==> src/rtl/formacao_inimigos.sv <==
// Enemy formation controller: N_COLS x N_ROWS grid that marches, steps down at
// the screen edges, speeds up as enemies die, and reports victory or invasion.
module formacao_inimigos #(
    parameter int unsigned N_COLS       = 5,
    parameter int unsigned N_ROWS       = 1,
    parameter int unsigned IDX_W        = 8,
    parameter int unsigned X0           = 40,
    parameter int unsigned Y0           = 32,
    parameter int unsigned ESP_X        = 64,
    parameter int unsigned ESP_Y        = 40,
    parameter int unsigned LARG_INIM    = 32,
    parameter int unsigned ALT_INIM     = 24,
    parameter int unsigned PASSO_X      = 4,
    parameter int unsigned PASSO_Y      = 16,
    parameter int unsigned LARGURA_TELA = 640,
    parameter int unsigned Y_LIMITE     = 440,
    parameter int unsigned TICK_BASE    = 2000000,
    parameter int unsigned TICK_DEC     = 100000,
    parameter int unsigned TICK_MIN     = 200000
) (
    input  logic                           CLOCK_50,
    input  logic                           reset,
    input  logic                           pausa,
    input  logic                           iniciar,
    input  logic                           acerto_valido,
    input  logic [IDX_W-1:0]               acerto_idx,
    output logic [10*N_COLS*N_ROWS-1:0]    inimigo_x,
    output logic [10*N_COLS*N_ROWS-1:0]    inimigo_y,
    output logic [N_COLS*N_ROWS-1:0]       inimigo_vivo_array,
    output logic                           direcao,
    output logic                           mov_tick,
    output logic                           acerto_ok,
    output logic [IDX_W:0]                 vivos,
    output logic                           vitoria,
    output logic                           invadiu
);

    localparam int unsigned N  = N_COLS * N_ROWS;
    localparam int unsigned CW = IDX_W + 1;

    typedef enum logic [1:0] {OCIOSO, MARCHA, FIM} estado_t;

    estado_t         estado, estado_n;
    logic [9:0]      x_org, x_n, y_org, y_n;
    logic [N-1:0]    vivo, vivo_n, vivo_hit;
    logic            dir_r, dir_n;
    logic [31:0]     div_r, div_n;
    logic [CW-1:0]   mortos, mortos_n;
    logic            mov_tick_r, mov_tick_n;
    logic            acerto_ok_r, acerto_ok_n;
    logic            vitoria_r, vitoria_n;
    logic            invadiu_r, invadiu_n;
    logic            hit_ok, mover;
    logic [31:0]     min_c, max_c, max_r;
    logic [31:0]     dec, sub, periodo;

    // Extent of the live formation: outermost live columns and lowest live row
    always_comb begin : p_extents
        logic col_viva;
        logic lin_viva;
        logic achou;
        min_c = '0;
        max_c = '0;
        max_r = '0;
        achou = 1'b0;
        for (int unsigned c = 0; c < N_COLS; c++) begin
            col_viva = 1'b0;
            for (int unsigned r = 0; r < N_ROWS; r++) begin
                col_viva = col_viva | vivo[r*N_COLS + c];
            end
            if (col_viva) begin
                if (!achou) begin
                    min_c = c;
                end
                max_c = c;
                achou = 1'b1;
            end
        end
        for (int unsigned r = 0; r < N_ROWS; r++) begin
            lin_viva = 1'b0;
            for (int unsigned c = 0; c < N_COLS; c++) begin
                lin_viva = lin_viva | vivo[r*N_COLS + c];
            end
            if (lin_viva) begin
                max_r = r;
            end
        end
    end

    // Hit decode: only an in-range index pointing at a live enemy counts
    always_comb begin : p_acerto
        hit_ok   = 1'b0;
        vivo_hit = vivo;
        for (int unsigned i = 0; i < N; i++) begin
            if (acerto_valido && (32'(acerto_idx) == i) && vivo[i]) begin
                hit_ok      = 1'b1;
                vivo_hit[i] = 1'b0;
            end
        end
    end

    // Move period shrinks per kill, saturating at the floor
    always_comb begin : p_periodo
        dec     = TICK_DEC * 32'(mortos);
        sub     = (dec >= TICK_BASE) ? 32'd0 : (TICK_BASE - dec);
        periodo = (sub < TICK_MIN) ? TICK_MIN : sub;
    end

    // Next-state and datapath update
    always_comb begin : p_proximo
        estado_n    = estado;
        x_n         = x_org;
        y_n         = y_org;
        vivo_n      = vivo;
        dir_n       = dir_r;
        div_n       = div_r;
        mortos_n    = mortos;
        mov_tick_n  = 1'b0;
        acerto_ok_n = 1'b0;
        vitoria_n   = vitoria_r;
        invadiu_n   = invadiu_r;
        mover       = 1'b0;

        case (estado)
            OCIOSO, FIM: begin
                if (iniciar) begin
                    estado_n  = MARCHA;
                    x_n       = 10'(X0);
                    y_n       = 10'(Y0);
                    vivo_n    = '1;
                    dir_n     = 1'b1;
                    div_n     = '0;
                    mortos_n  = '0;
                    vitoria_n = 1'b0;
                    invadiu_n = 1'b0;
                end
            end
            MARCHA: begin
                if (!pausa) begin
                    if (div_r + 32'd1 >= periodo) begin
                        div_n = '0;
                        mover = 1'b1;
                    end else begin
                        div_n = div_r + 32'd1;
                    end
                end
                if (mover) begin
                    mov_tick_n = 1'b1;
                    if (dir_r ? (32'(x_org) + max_c*ESP_X + LARG_INIM + PASSO_X > LARGURA_TELA - 1)
                              : (32'(x_org) + min_c*ESP_X < PASSO_X)) begin
                        y_n   = y_org + 10'(PASSO_Y);
                        dir_n = ~dir_r;
                    end else if (dir_r) begin
                        x_n = x_org + 10'(PASSO_X);
                    end else begin
                        x_n = x_org - 10'(PASSO_X);
                    end
                    if (32'(y_n) + max_r*ESP_Y + ALT_INIM >= Y_LIMITE) begin
                        invadiu_n = 1'b1;
                        estado_n  = FIM;
                    end
                end
                if (hit_ok) begin
                    vivo_n      = vivo_hit;
                    mortos_n    = mortos + CW'(1);
                    acerto_ok_n = 1'b1;
                    // Last kill wins over a simultaneous invasion
                    if (vivo_hit == '0) begin
                        vitoria_n = 1'b1;
                        invadiu_n = invadiu_r;
                        estado_n  = FIM;
                    end
                end
            end
            default: estado_n = OCIOSO;
        endcase
    end

    always_ff @(posedge CLOCK_50 or negedge reset) begin
        if (!reset) begin
            estado      <= OCIOSO;
            x_org       <= 10'(X0);
            y_org       <= 10'(Y0);
            vivo        <= '1;
            dir_r       <= 1'b1;
            div_r       <= '0;
            mortos      <= '0;
            mov_tick_r  <= 1'b0;
            acerto_ok_r <= 1'b0;
            vitoria_r   <= 1'b0;
            invadiu_r   <= 1'b0;
        end else begin
            estado      <= estado_n;
            x_org       <= x_n;
            y_org       <= y_n;
            vivo        <= vivo_n;
            dir_r       <= dir_n;
            div_r       <= div_n;
            mortos      <= mortos_n;
            mov_tick_r  <= mov_tick_n;
            acerto_ok_r <= acerto_ok_n;
            vitoria_r   <= vitoria_n;
            invadiu_r   <= invadiu_n;
        end
    end

    // Per-enemy positions are fixed offsets from the formation origin
    for (genvar i = 0; i < N; i++) begin : g_pos
        localparam int unsigned COL = i % N_COLS;
        localparam int unsigned ROW = i / N_COLS;
        assign inimigo_x[10*i +: 10] = x_org + 10'(COL * ESP_X);
        assign inimigo_y[10*i +: 10] = y_org + 10'(ROW * ESP_Y);
    end

    assign inimigo_vivo_array = vivo;
    assign direcao            = dir_r;
    assign mov_tick           = mov_tick_r;
    assign acerto_ok          = acerto_ok_r;
    assign vivos              = CW'(N) - mortos;
    assign vitoria            = vitoria_r;
    assign invadiu            = invadiu_r;

endmodule

==> config.mk <==
export PLATFORM = sky130hd
export DESIGN_NAME = formacao_inimigos
export DESIGN_NICKNAME = d
export VERILOG_FILES = /design/src/rtl/formacao_inimigos.sv
export SDC_FILE = /design/constraint.sdc
export NUM_CORES = 1
export LEC_CHECK = 0
export BUFFER_PORTS_ARGS = -buffer_cell sky130_fd_sc_hd__buf_2
export CORE_MARGIN = 5
export CORE_UTILIZATION = 30
export DETAILED_ROUTE_END_ITERATION = 8
export SETUP_SLACK_MARGIN = 0.4
export SYNTH_ARGS = -nofsm -noshare
export SYNTH_HDL_FRONTEND = slang
export SYNTH_SLANG_ARGS = --single-unit
==> constraint.sdc <==
create_clock -name CLOCK_50 -period 22 [get_ports CLOCK_50]
set_input_delay 3.3 -clock CLOCK_50 [delete_from_list [all_inputs] [get_ports CLOCK_50]]
set_output_delay 3.3 -clock CLOCK_50 [all_outputs]
set_load 0.02 [all_outputs]
### Word level (Yosys, flattened, before mapping)

Index checks and enable logic that the tools add are counted.

| word-level totals | value |
|---|---|
| output and inout bits | 119 |
| bits in registers | 73 |
| bits of input ports | 13 |
| word-level logic and storage cells | 147 |

| operators by class | value |
|---|---|
| multipliers | 1 |
| equal/unequal tests | 14 |
| bitwise operators | 1 |
| reduce and logical (&&, ||, !) cells | 22 |
| order comparisons | 6 |
| add/sub/neg operators | 16 |
| muxes and demuxes | 76 |

Operators with widths:

| kind | number |
|---|---|
| $mux 26 | 7 |
| $mux 32 | 5 |
| $mux 10 | 9 |
| $add 10x32->32 | 2 |
| $pmux 32 s2 | 1 |
| $pmux 10 s2 | 2 |
| $mux 1 | 35 |
| $add 32x1->32 const B | 1 |
| $add 32x3->32 const B | 1 |
| $add 32x6->32 const B | 1 |
| $ge 32x32->1 | 1 |
| $gt 32x10->1 const B | 1 |
| $lt 32x18->1 const B | 1 |
| $lt 32x3->1 const B | 1 |
| $sub 21x26->27 const A | 1 |
| $ge 26x21->1 const B | 1 |
| $mul 12x9->21 const A | 1 |
| $add 10x8->10 const B | 2 |
| $mux 9 | 2 |
| $pmux 9 s2 | 1 |
| $eq 8x2->1 const B | 2 |
| $mux 2 | 7 |
| $ne 2x2->1 const B | 7 |
| $reduce_and 3->1 | 4 |
| 26 further kinds | 40 |

### Depth between registers and ports, before layout

| logic depth | value |
|---|---|
| depth in word-level cells | 22 |
| depth in mapped cells | 32 |
| gate-level depth less buffers | 28 |

### Worst setup path before layout

Ideal clock, no wire load.

| path | value |
|---|---|
| path kind | register to register |
| from | reg mortos[1] |
| to | reg y_org[8] |
| path buffers | 2 |
| stages on the path, launching flop included | 28 |
| data required time | 21.875 ns |
| setup slack | 14.887 ns |
| setup time | 0.125 ns |
| clock period less this slack | 7.113 ns |
| arrival | 6.988 ns |
| path through | dfrtp_1 -> inv_1 -> ha_1 -> fa_1 -> inv_1 -> ha_1 -> fa_1 -> inv_1 -> fa_1 -> clkbuf_1 -> nand3_1 -> or2_1 -> o21ai_0 -> o311ai_1 -> o21a_1 -> o211ai_1 -> buf_2 -> nand3_1 -> ha_1 -> a21o_1 -> a21o_1 -> a21oi_1 -> nor2_1 -> a2111oi_0 -> o311ai_0 -> o21ai_1 -> nand2_1 -> mux2_2 |

| on the way | value |
|---|---|
| longest elaborated chain between the ends | 11 |
| elaborated cells between the ends (all ways) | 12 |
| those cells by class | 1 x add/sub; 1 x mul; 3 x order compare; 1 x eq/ne; 5 x mux; 1 x reduce/logical |

RTL lines:

| item | line | source |
|---|---|---|
| start: declaration | 48 | `logic [CW-1:0] mortos, mortos_n;` |
| start signal: assignment | 199 | `mortos <= mortos_n;` |
| $mul 12x9->21 (*) | 104 | `dec = TICK_DEC * 32'(mortos);` |
| $sub 21x26->27 or $ge 26x21->1 (tied branches) | 105 | `sub = (dec >= TICK_BASE) ? 32'd0 : (TICK_BASE - dec);` |
| $mux 32 (*) | 105 |  |
| $lt 32x18->1 | 106 | `periodo = (sub < TICK_MIN) ? TICK_MIN : sub;` |
| $mux 32 (*) | 106 |  |
| $ge 32x32->1 (*) | 140 | `if (div_r + 32'd1 >= periodo) begin` |
| $mux 1 (*) | 140 |  |
| $mux 1 (*) | 139 | `if (!pausa) begin` |
| $mux 1 (*) | 124 | `case (estado)` |
| $ne 2x2->1 (no source line) (*) | -- |  |
| $reduce_and 3->1 (no source line) (*) | -- |  |
| end signal: assignment | 183 | `y_org <= 10'(Y0);` |
| end signal: assignment | 195 | `y_org <= y_n;` |
| end: declaration | 44 | `logic [9:0] x_org, x_n, y_org, y_n;` |

Mark *: on every way between the ends. The rest lies on a longest branch, timed or not. The select of a mux whose other input is x is not followed.
A chain may end at the register's enable or synchronous reset.

### Worst setup path after layout

Ends and elaborated chain as after synthesis.

==> impl_metrics.py <==
metrics = {
    "worst_setup_path": {
        "wp_data_required_ns": 22.23,
        "crit_slowest_cell": "nor4_2",
        "criticalPathCategory": "reg2reg",
        "worst-path-buf-inv": 3,
        "crit_path_max_fanout": 16,
        "cp_top_family": "compound AO/OA/AOI/OAI gates",
        "critPathMaxStageDelay_ns": 0.86,
        "cp.arrival_ns": 8.46,
        "cp-end-kind": "flop",
        "start_kind": "flop",
    },
    "layout": {
        "insertedDiodeCount": 0,
        "layout-drive-gt1-share_pct": 15.3,
        "fin_nets": 1128,
        "layout-area-overhead-vs-synth_pct": 9.32,
    },
    "synthesis": {
        "yosys_most_used_dff": "dfrtp_1",
        "synth.avg_cell_area_sq_um": 8.61,
        "yosys_reg_bits": 67,
        "synth-async-reset-ratio_pct": 100,
        "synth_area_sq_um": 8040,
        "synth_enable_flop_cells": 0,
        "synth.top_cell.area_share_pct": 18.1,
        "synth_sequential_area_ratio_pct": 21.0,
        "netlist_instances": 934,
        "synth.largest_area_cell": "dfrtp_1",
        "synth_cell_types": 80,
        "synth_top_cells_by_area": "dfrtp_1 18%, ha_1 17%, buf_4 7.0%",
        "synth-warning-count": 0,
    },
    "sta": {
        "setup_viol": 0,
        "max_slew_margin_pct": 22.4,
        "slew_violations": 0,
        "sum_neg_setup_slack_ns": 0,
        "setup_ws_ns": 13.77,
        "finalCritPeriodShare_pct": 37.4,
        "hold_viol_final": 0,
        "clock-skew-final_ns": 0.0130,
        "rsz0062_at_grt": "no",
        "finalWorstPathRequiredPeriod_ns": 8.23,
        "timing_worst_slew_pin_value_ns": 1.16,
        "clock.fmax_mhz": 121,
    },
    "floorplan": {
        "io_pins": 132,
        "floorplan.initialDensity_pct": 30.2,
        "core_region_area_sq_um": 26700,
        "die_area_sq_um": 30200,
        "die_w_um": 174,
        "core.rowCount": 60,
        "fp.dieH_um": 174,
    },
    "detailed_routing": {
        "routed_wl_mm": 18.8,
        "routedWlPerCell_um": 14.1,
        "remaining_drc_errors": 0,
        "drtAntennaViolNets": 0,
        "detailedRoute.firstIterationViolations": 329,
        "dr_total_vias": 6541,
        "detail_routed_via_count_per_cell": 4.91,
        "firstDrtPassIters": 4,
    },
    "clock_tree": {
        "cts_setup_buffers": 0,
        "cts_tree": "built",
        "clk-insertion-delay-late_ns": 0.35,
        "clk_pin_slew_ns": 0.06,
        "cts_resized": 0,
        "cts.root.buffer_cell": "clkbuf_16",
        "clock_tree.buffer_depth": 2,
        "clkSinkCount": 67,
        "cts-htree-levels": 3,
        "cts_inserted_buffers": 9,
        "post_cts_hold_buffer_count": 0,
    },
    "placement": {
        "dpl_worst_slack_ns": 13.79,
        "place_hpwl_mm": 14.7,
        "place.port_buffers": 101,
        "place_congestion": 0.820,
    },
    "global_route": {
        "globalRouteOverflowTotal": 0,
        "globalRouteTotalUtil_pct": 12.2,
        "pin_count_of_the_biggest_net_entering_global_routing": 68,
        "grt_pass1_wl_mm": 31.1,
        "number_of_antenna_violations_at_the_first_check_in_global_routing": 0,
        "via_count_of_the_first_global_routing_pass": 6258,
    },
    "worst_hold_path": {
        "holdCritPathClass": "reg2reg",
    },
    "power": {
        "p_total_uw": 586,
        "vdd.ir_drop.worst_v": 0.0000365,
        "power_leakage_nw": 4.46,
        "powerDensity_nw_per_um2": 66.7,
    },
    "run": {
        "max_cap_violations": 0,
    },
    "run_status": {
        "status": "finished, final reports clean",
    },
}
==> flip-flops by register name (all words and copies together), names as in the netlist <==
name and cells:
invadiu 1, x_org 8, vitoria 1, estado 2, div_r 32, acerto_ok 1
mortos 9, direcao 1, inimigo_vivo_array 5, y_org 6, mov_tick 1
==> cells by family after synthesis <==
group,Yosys count,share of synthesized area (%)
multiplexers,11,1.43
flip-flops,67,21.0
AO/OA/AOI/OAI,208,17.5
other,2,0.0934
buffers and inverters,173,11.7
AND/OR/NAND/NOR,257,16.9
adder cells (fa/ha/maj),128,21.7
XOR/XNOR,88,9.59
==> area by class of cell <==
cell class | instances | area, sq um
fillers | 2745 | 17900
multi-input cells | 733 | 5560
flip-flops and latches | 67 | 1690
repair buffers | 104 | 531
well taps | 341 | 427
inverters | 72 | 270
clock buffers | 10 | 229
clock inverters | 6 | 90.1
==> layer usage <==
layer | vias up | routed length, um | track usage (%)
met1 | 3090 | 8790 | 15.8
met2 | 121 | 8920 | 20.8
met5 | - | 0 | 0
met3 | 28 | 658 | 2.18
met4 | 0 | 414 | 3.83
li1 | 3302 | - | -
==> metrics by stage <==
step                cell area, sq um  hold WS, ns  std cells  utilization (%)
floorplan                       8190        0.473        973                -
global placement                8470        0.463       1317             31.8
detailed placement              8470        0.474       1317             31.8
CTS                             8790        0.487       1333             33.0
global route                    8790        0.519       1333             33.0
finish                          8790        0.478       1333             33.0
==> final timing paths <==
check,cells after the start,to,start,slack (ns)
min in group asynchronous,1,div_r[2],reset,3.09
hold reg to reg,1,vitoria,vitoria,0.48
setup reg to reg,27,y_org[8],mortos[1],13.77
max in group asynchronous,1,vitoria,reset,18.28
hold / removal,1,vitoria,vitoria,0.48
setup / recovery,27,y_org[8],mortos[1],13.77
==> where the power goes <==
part / total, mW / internal (mW) / switching [mW]
clock: 0.160 / 0.0995 / 0.0602
combinational: 0.277 / 0.107 / 0.169
sequential: 0.150 / 0.132 / 0.0181
==> cells in the final DEF (no fill, tap or decap), types with 8 or more instances in the layout <==
master | synthesis | layout
or3_1 | 8 | 8
nand2b_1 | 10 | 10
fa_1 | 19 | 19
ha_1 | 109 | 109
nand2_1 | 63 | 63
and2_1 | 11 | 11
a22o_1 | 14 | 14
a21oi_1 | 48 | 48
a21o_1 | 24 | 24
dfrtp_1 | 58 | 58
a31oi_1 | 8 | 8
dfstp_2 | 9 | 9
nand3_1 | 32 | 32
nor3_1 | 14 | 14
xnor2_1 | 56 | 56
and3_1 | 18 | 18
o21ai_0 | 38 | 38
clkbuf_16 | 0 | 9
xor2_1 | 32 | 32
conb_1 | 2 | 41
inv_1 | 71 | 71
nor2b_1 | 11 | 11
buf_2 | 4 | 100
nand4_1 | 14 | 14
nor2_1 | 40 | 40
==> Yosys cell counts, types with 24 or more instances <==
cell and instances:
a21oi_1 48, a21o_1 24, nand2_1 63, buf_4 75, xor2_1 32, nand3_1 32, dfrtp_1 58, ha_1 109
xnor2_1 56, inv_1 71, o21ai_0 38, nor2_1 40
Power figures use the tool's default switching activity.
